==> src/rtl/datapath_pkg.sv <==
// datapath_pkg: constants shared by the datapath component library.
//   CNT_WRAP / CNT_SAT : counter boundary mode (SATURATE parameter values)
//   DIR_DOWN / DIR_UP  : counter direction (value of the up input)
package datapath_pkg;

  localparam int unsigned CNT_WRAP = 32'd0;
  localparam int unsigned CNT_SAT  = 32'd1;

  localparam logic DIR_DOWN = 1'b0;
  localparam logic DIR_UP   = 1'b1;

endpackage : datapath_pkg

==> src/rtl/clk_en_prescaler.sv <==
// clk_en_prescaler: divides an enable into a one-cycle step strobe.
// The phase counter advances on every enabled edge and wraps modulo DIV;
// step is high during the cycle whose edge completes a full DIV period.
//   clk      in  : rising-edge clock
//   rst      in  : asynchronous active-high reset (phase <= 0)
//   en       in  : advance the phase on this edge
//   sync_clr in  : synchronous phase clear, overrides en and masks step
//   step     out : combinational strobe, 1 when this edge is a step edge
module clk_en_prescaler #(
  parameter int unsigned DIV = 1
) (
  input  logic clk,
  input  logic rst,
  input  logic en,
  input  logic sync_clr,
  output logic step
);

  // A DIV of 1 still gets a 1-bit phase register that simply stays at 0.
  localparam int unsigned    PW   = (DIV > 32'd1) ? $clog2(DIV) : 32'd1;
  localparam logic [PW-1:0]  LAST = PW'(DIV - 32'd1);

  logic [PW-1:0] phase_q;
  logic [PW-1:0] phase_d;
  logic          last_s;

  assign last_s = (phase_q == LAST);
  assign step   = en && last_s && !sync_clr;

  // Next phase: clear wins, then modulo-DIV advance while enabled.
  always_comb begin
    phase_d = phase_q;
    if (sync_clr) begin
      phase_d = '0;
    end else if (en) begin
      phase_d = last_s ? '0 : (phase_q + 1'b1);
    end else begin
      phase_d = phase_q;
    end
  end

  // Phase register with asynchronous reset.
  always_ff @(posedge clk or posedge rst) begin
    if (rst) begin
      phase_q <= '0;
    end else begin
      phase_q <= phase_d;
    end
  end

endmodule : clk_en_prescaler

==> src/rtl/prog_counter.sv <==
// prog_counter: parametrised up/down counter with load, programmable limit,
// wrap or saturate at the boundary, prescaled stepping, a registered
// boundary-event pulse and a sticky overflow flag.
//   clk, rst        : clock, asynchronous active-high reset
//   in, ld          : load value (clamped to limit), synchronous load
//   cnt, up         : count enable, direction (DIR_UP / DIR_DOWN)
//   clr             : synchronous clear to 0 (highest priority)
//   limit           : upper bound, count range is 0..limit
//   ovf_clr         : clears ovf (a same-edge boundary event wins)
//   count           : current count
//   tcount          : combinational terminal flag
//   tc_pulse        : one-cycle pulse after each boundary event
//   ovf             : sticky boundary-event flag
module prog_counter
  import datapath_pkg::*;
#(
  parameter int unsigned WIDTH    = 4,
  parameter int unsigned PRESCALE = 1,
  parameter int unsigned SATURATE = CNT_WRAP
) (
  input  logic             clk,
  input  logic             rst,
  input  logic [WIDTH-1:0] in,
  input  logic             ld,
  input  logic             cnt,
  input  logic             up,
  input  logic             clr,
  input  logic [WIDTH-1:0] limit,
  input  logic             ovf_clr,
  output logic [WIDTH-1:0] count,
  output logic             tcount,
  output logic             tc_pulse,
  output logic             ovf
);

  localparam bit SAT_MODE = (SATURATE == CNT_SAT);

  logic [WIDTH-1:0] count_q;
  logic [WIDTH-1:0] count_d;
  logic             tc_pulse_q;
  logic             ovf_q;
  logic             ovf_d;
  logic             step_s;
  logic             evt_s;

  // Clear or load restarts the prescaler phase and suppresses the step.
  clk_en_prescaler #(
    .DIV (PRESCALE)
  ) u_prescaler (
    .clk      (clk),
    .rst      (rst),
    .en       (cnt),
    .sync_clr (clr | ld),
    .step     (step_s)
  );

  // Next count and boundary event: clr > ld > step.
  always_comb begin
    count_d = count_q;
    evt_s   = 1'b0;
    if (clr) begin
      count_d = '0;
    end else if (ld) begin
      count_d = (in > limit) ? limit : in;
    end else if (step_s) begin
      if (up == DIR_UP) begin
        // >= also catches a count left above a lowered limit.
        if (count_q >= limit) begin
          evt_s   = 1'b1;
          count_d = SAT_MODE ? limit : '0;
        end else begin
          count_d = count_q + 1'b1;
        end
      end else begin
        if (count_q == '0) begin
          evt_s   = 1'b1;
          count_d = SAT_MODE ? '0 : limit;
        end else if (count_q > limit) begin
          count_d = limit;
        end else begin
          count_d = count_q - 1'b1;
        end
      end
    end else begin
      count_d = count_q;
    end
  end

  // Sticky overflow: a boundary event outranks ovf_clr.
  always_comb begin
    ovf_d = ovf_q;
    if (evt_s) begin
      ovf_d = 1'b1;
    end else if (ovf_clr) begin
      ovf_d = 1'b0;
    end else begin
      ovf_d = ovf_q;
    end
  end

  // State registers with asynchronous reset.
  always_ff @(posedge clk or posedge rst) begin
    if (rst) begin
      count_q    <= '0;
      tc_pulse_q <= 1'b0;
      ovf_q      <= 1'b0;
    end else begin
      count_q    <= count_d;
      tc_pulse_q <= evt_s;
      ovf_q      <= ovf_d;
    end
  end

  assign count    = count_q;
  assign tc_pulse = tc_pulse_q;
  assign ovf      = ovf_q;
  assign tcount   = (up == DIR_UP) ? (count_q == limit) : (count_q == '0);

endmodule : prog_counter
==> config.mk <==
export PLATFORM = sky130hd
export DESIGN_NAME = prog_counter
export DESIGN_NICKNAME = d
export VERILOG_FILES = /design/src/rtl/datapath_pkg.sv /design/src/rtl/clk_en_prescaler.sv /design/src/rtl/prog_counter.sv
export SDC_FILE = /design/constraint.sdc
export NUM_CORES = 1
export LEC_CHECK = 0
export CAP_MARGIN = 0
export CORE_UTILIZATION = 32
export CTS_BUF_LIST = sky130_fd_sc_hd__clkbuf_8
export CTS_CLUSTER_DIAMETER = 200
export DETAILED_ROUTE_END_ITERATION = 12
export SYNTH_ARGS = -nofsm -noshare
export SYNTH_HDL_FRONTEND = slang
export SYNTH_SLANG_ARGS = --single-unit
==> constraint.sdc <==
create_clock -name clk -period 2 [get_ports clk]
set_clock_uncertainty 0.1 [all_clocks]
set_input_delay 0.5 -clock clk [delete_from_list [all_inputs] [get_ports clk]]
set_output_delay 0.5 -clock clk [all_outputs]
set_load 0.05 [all_outputs]
* Word-level counts from Yosys, hierarchy flattened
Cells that the tools add are included. W data, S select, Z words.
Word-level totals: register bits after elaboration 7, bits of input ports 15, output and inout bits 7, word-level logic and storage cells 40
Operators by class: add/sub/neg operators 3, magnitude comparators 3, eq/ne operators 1, multiplexer cells 20, bitwise operators 2, reductions and logical operators 7
Operators with widths (count):
- $mux W4 | 8
- $mux W1 | 12
- $gt A4 B4 Y1 | 2
- $add A4 B1 Y4 const B | 1
- $eq A4 B4 Y1 | 1
- $ge A4 B4 Y1 | 1
- $logic_not A4 Y1 | 1
- $reduce_bool A2 Y1 | 2
- $sub A4 B1 Y4 const B | 1
- $reduce_bool A3 Y1 | 1
- $logic_and A1 B1 Y1 | 2
- $add A1 B1 Y1 const B | 1
- $logic_not A1 Y1 | 1
- $not A1 Y1 | 1
- $or A1 B1 Y1 | 1

* Depth between registers and ports, before layout
Gate-level depths: netlist of run 1.
depth after elaboration 7, depth in mapped cells 7, depth with buffers taken out 7

* Modules after synthesis
A second synthesis of run 1 with hierarchy kept.
Unflattened totals: cell total of the unflattened synthesis 105, area, all modules 847.1 sq um
Modules (own cells, without submodules):
- prog_counter | times used 1, cells an instance 104, area an instance 833.3 sq um
- clk_en_prescaler | times used 1, cells an instance 1, area an instance 13.8 sq um

* Worst setup path before layout of run 1
OpenSTA, ideal clock, no wires.
kind reg-to-reg, start point register count_q[0] (netlist: count[0]), end point register count_q[3] (netlist: count[3]), library setup time 94 ps, arrival time 2184 ps, slack -378 ps, cell stages (with the launch flop) 8, path buffers 0, clock period less this slack 2378 ps, cell sequence dfrtp_1 inv_1 ha_1 and4_1 and2_1 a21o_1 a211o_1 a221oi_2
Between the ends: cells in the longest elaborated chain, start to end 7, elaborated cells on any way between the ends 12
Ends and longest elaborated chain:
- start: declaration | RTL line prog_counter.sv:38 | logic [WIDTH-1:0] count_q;
- start signal: assignment | RTL line prog_counter.sv:108 | count_q <= count_d;
- $sub A4 B1 Y4 / $gt A4 B4 Y1 (equally long branches) | RTL line prog_counter.sv:81, prog_counter.sv:78
- $mux W4 | RTL line prog_counter.sv:78 | end else if (count_q > limit) begin
- $mux W4 | RTL line prog_counter.sv:75 | if (count_q == '0) begin
- $mux W4 * | RTL line prog_counter.sv:66 | if (up == DIR_UP) begin
- $mux W4 * | RTL line prog_counter.sv:65 | end else if (step_s) begin
- $mux W4 * | RTL line prog_counter.sv:63 | end else if (ld) begin
- $mux W4 * | RTL line prog_counter.sv:61 | if (clr) begin
Mark *: on every way between the ends. The rest lies on a longest branch, timed or not. The select of a mux whose other input is x is not followed. A chain may end at the register's enable or synchronous reset.

* Worst setup path after layout of run 1
start point register count_q[1] (netlist: count[1]), end point output tcount
Between the ends: cells in the longest elaborated chain, start to end 2, elaborated cells on any way between the ends 3
Ends and longest elaborated chain:
- $eq A4 B4 Y1 / $logic_not A4 Y1 (equally long branches) | RTL line prog_counter.sv:117 | assign tcount = (up == DIR_UP) ? (count_q == limit) : (count_q == '0);
- $mux W1 * | RTL line prog_counter.sv:117
- end: declaration | RTL line prog_counter.sv:31 | output logic tcount,
Mark *: on every way between the ends. The rest lies on a longest branch, timed or not.

==> out/metrics.yaml, run 1 <==
power:
  vdd_ir_drop_max_mv: 0.445
  p_leak_nw: 0.689
  powerDensity_nw_per_um2: 644
setup_path:
  start_kind: "flip-flop"
  endpoint_kind: "output port"
  required_ps: 1400
  path_class: "reg -> out"
  crit_fanout: 3
  cp.arrival_ps: 1610
floorplan:
  dieHeight_um: 51.4
  rows: 17
  initial_core_util_pct: 34.7
  die_x_um: 51.4
  dieArea_um2: 2650
  coreArea_um2: 2250
  ioPinCount: 22
sta:
  rsz0062_at_grt: "yes"
  min_period_ps: 2210
  max_freq_ghz: 0.452
  slew_headroom_pct: 68.2
  setup_viol: 6
  worstMarginPinSlew_ps: 475
  drv_slew: 0
  setup_tns_ps: -1030
  setup_ws_ps: -212
  finalHoldViolations: 0
  holdWs_ps: 385
  layout_worst_path_cycle_share_pct: 111
global_route:
  antenna_found_initial: 0
  grt.total_usage_pct: 22.9
  overflow: 0
  grt_pass1_wl_um: 4560
  grt_max_degree: 9
  grt_pass1_vias: 1032
flow_run:
  drv_cap: 0
layout:
  drive_gt1_share_pct: 50.3
  register_area_um2: 155
  fillCellCount: 196
  syn_to_final_growth_pct: 86.2
  fin_nets: 182
  multi_input_area_um2: 716
  antenna_cells: 0
synthesis:
  synth_flop_cell: "dfrtp_1"
  syn_area_um2: 782
  ys_seq_elements: 6
  seq_area_frac_synth_pct: 19.2
  syn_avg_cell_area_um2: 8.23
  yosys_warnings: 0
  synth-edff-count: 0
  syn-num-nets: 121
  postSynthCellCount: 95
  yosysUniqueCellTypes: 35
  synth_async_sr_flop_share_pct: 100
outcome:
  outcome: "finished, violations left"
  violations: "negative setup slack"
detailed_routing:
  drt_iter0_markers: 20
  vias: 973
  wl_per_cell_um: 14.8
  vias_per_cell: 5.32
  first_pass_iters: 4
  ant_nets: 0
  drc: 0
  drt-total-wl_um: 2710
clock_network:
  cts_sinks: 6
  cts_htree_levels: 1
  clock_path_buffers: 2
  root_buffer: "clkbuf_8"
  cts_tree: "built"
  clk_pin_slew_ps: 40
  clock_latency_ps: 230
  cts-buffers-inserted: 3
worst_hold_path:
  hold_class: "reg -> reg"
placement:
  gp_congestion: 0.911
  port_buffers: 21
  hpwlAfterDp_um: 1900
-- synthesized netlist by cell type (all sizes together) (2+ instances only) --
master / n / area share [%]
and4: 3 / 3.4
o21a: 2 / 1.9
o211ai: 3 / 2.9
a221oi: 2 / 3.0
inv: 9 / 4.3
a21oi: 2 / 1.3
a21o: 3 / 2.9
o21ai: 4 / 2.6
dfrtp: 6 / 19
nor2: 5 / 2.4
nand2: 7 / 3.4
nor2b: 2 / 1.6
xor2: 2 / 2.2
mux2i: 3 / 3.8
a211oi: 2 / 1.9
ha: 11 / 18
xnor2: 2 / 2.2
nand4: 5 / 4.0
and2: 2 / 1.9
mux2: 2 / 2.9
nor3: 7 / 4.5
-- cell families after synthesis --
logic type	count (synthesis)	share of synthesized area, %
flops	6	19.2
xor+xnor	4	4.48
mux	5	6.72
fa+ha+maj	11	17.6
simple gates	37	26.6
compound gates	22	20.6
buf+inv	10	4.80
-- routing by layer --
metal	wire [um]	GRT usage, %	share of wire, %	vias up
li1	-	-	-	477
met2	1350	40.9	50	30
met5	0	0	0	-
met4	63	8.56	2.3	0
met1	1190	28.6	44	459
met3	100	1.19	3.7	7
-- report_power, final --
group          switching (mW)  internal [mW]
Clock                  0.0665          0.133
Sequential             0.0165          0.137
Combinational           0.277          0.309
-- final cells by class --
type,count,area share [%]
multi-input cells,79,49.1
flip-flops and latches,6,10.7
inverters,9,2.32
clock inverters,1,0.258
repair buffers,57,32.4
clock buffers,3,2.84
well taps,28,2.41
-- sequential cells by signal (all words and copies together) (netlist names) --
name      flops
count         4
tc_pulse      1
ovf           1
-- path summary, 6_finish.rpt --
| path | start | to | slack, ps | cells after the start |
|---|---|---|---|---|
| hold / removal | ovf$_DFFE_PP0P_ | ovf$_DFFE_PP0P_ | 380 | 1 |
| hold reg to reg | ovf$_DFFE_PP0P_ | ovf$_DFFE_PP0P_ | 380 | 1 |
| max in group asynchronous | rst | count[0]$_DFFE_PP0P_ | 1170 | 2 |
| setup reg to reg | count[1]$_DFFE_PP0P_ | count[1]$_DFFE_PP0P_ | -200 | 7 |
| setup / recovery | count[1]$_DFFE_PP0P_ | tcount | -210 | 6 |
| min in group asynchronous | rst | count[2]$_DFFE_PP0P_ | 400 | 2 |
-- worst max-delay path, cell delays in order (launching register included) --
cell     delay, ps
dfrtp_2        430
inv_2           80
ha_4           110
or3b_4         390
nor2_4         130
a21o_4         110
buf_12         120
-- placed cells by master, fill, tap and decap left out, drive strengths merged --
cell,count
dfrtp,6
xnor2,2
buf,43
o21a,2
mux2,2
nor2,5
clkdlybuf4s15,2
nand4,5
nand2,7
o21ai,4
mux2i,3
dlygate4sd2,5
a32oi,1
o211ai,3
nor3b,1
inv,10
a21oi,2
or3b,1
nor3,7
and2,2
a211o,1
and3,1
ha,11
nor2b,2
a31oi,1
a211oi,2
clkbuf,4
nand3,1
a221oi,2
nand2b,1
a21o,3
or2,1
and4,3
o2111ai,1
clkdlybuf4s50,6
xor2,2
-- per-stage QoR --
stage / instance area (um^2) / setup slack, ps / total power [mW] / utilization (%) / std cells
2_1_floorplan: 788 / -207 / 0.409 / - / 95
3_3_place_gp: 1220 / -661 / 0.601 / 54.1 / 169
3_5_place_dp: 1220 / -763 / 0.608 / 54.1 / 169
4_1_cts: 1430 / -192 / 0.893 / 63.2 / 182
5_1_grt: 1460 / -269 / 0.981 / 64.6 / 183
6_report: 1460 / -212 / 0.939 / 64.6 / 183
-- what timing repair did --
item | 4_1_cts | 5_1_grt
resized for setup | 32 | 8
hold endpoints to repair | 0 | 0
hold buffers | 0 | 0
pin swaps | 19 | 7
setup buffers | 9 | 1
setup endpoints to repair | 7 | 7
(Power assumes the default switching activity.)
==> inputs of run 2 (changes only) <==
--- a/config.mk
+++ b/config.mk
@@ -10,6 +10,7 @@
 export CTS_BUF_LIST = sky130_fd_sc_hd__clkbuf_8
 export CTS_CLUSTER_DIAMETER = 200
 export DETAILED_ROUTE_END_ITERATION = 12
+export SKIP_LAST_GASP = 1
 export SYNTH_ARGS = -nofsm -noshare
 export SYNTH_HDL_FRONTEND = slang
 export SYNTH_SLANG_ARGS = --single-unit
==> results of run 2 <==
The final DEF is identical to that of run 1; final timing and power are the same.
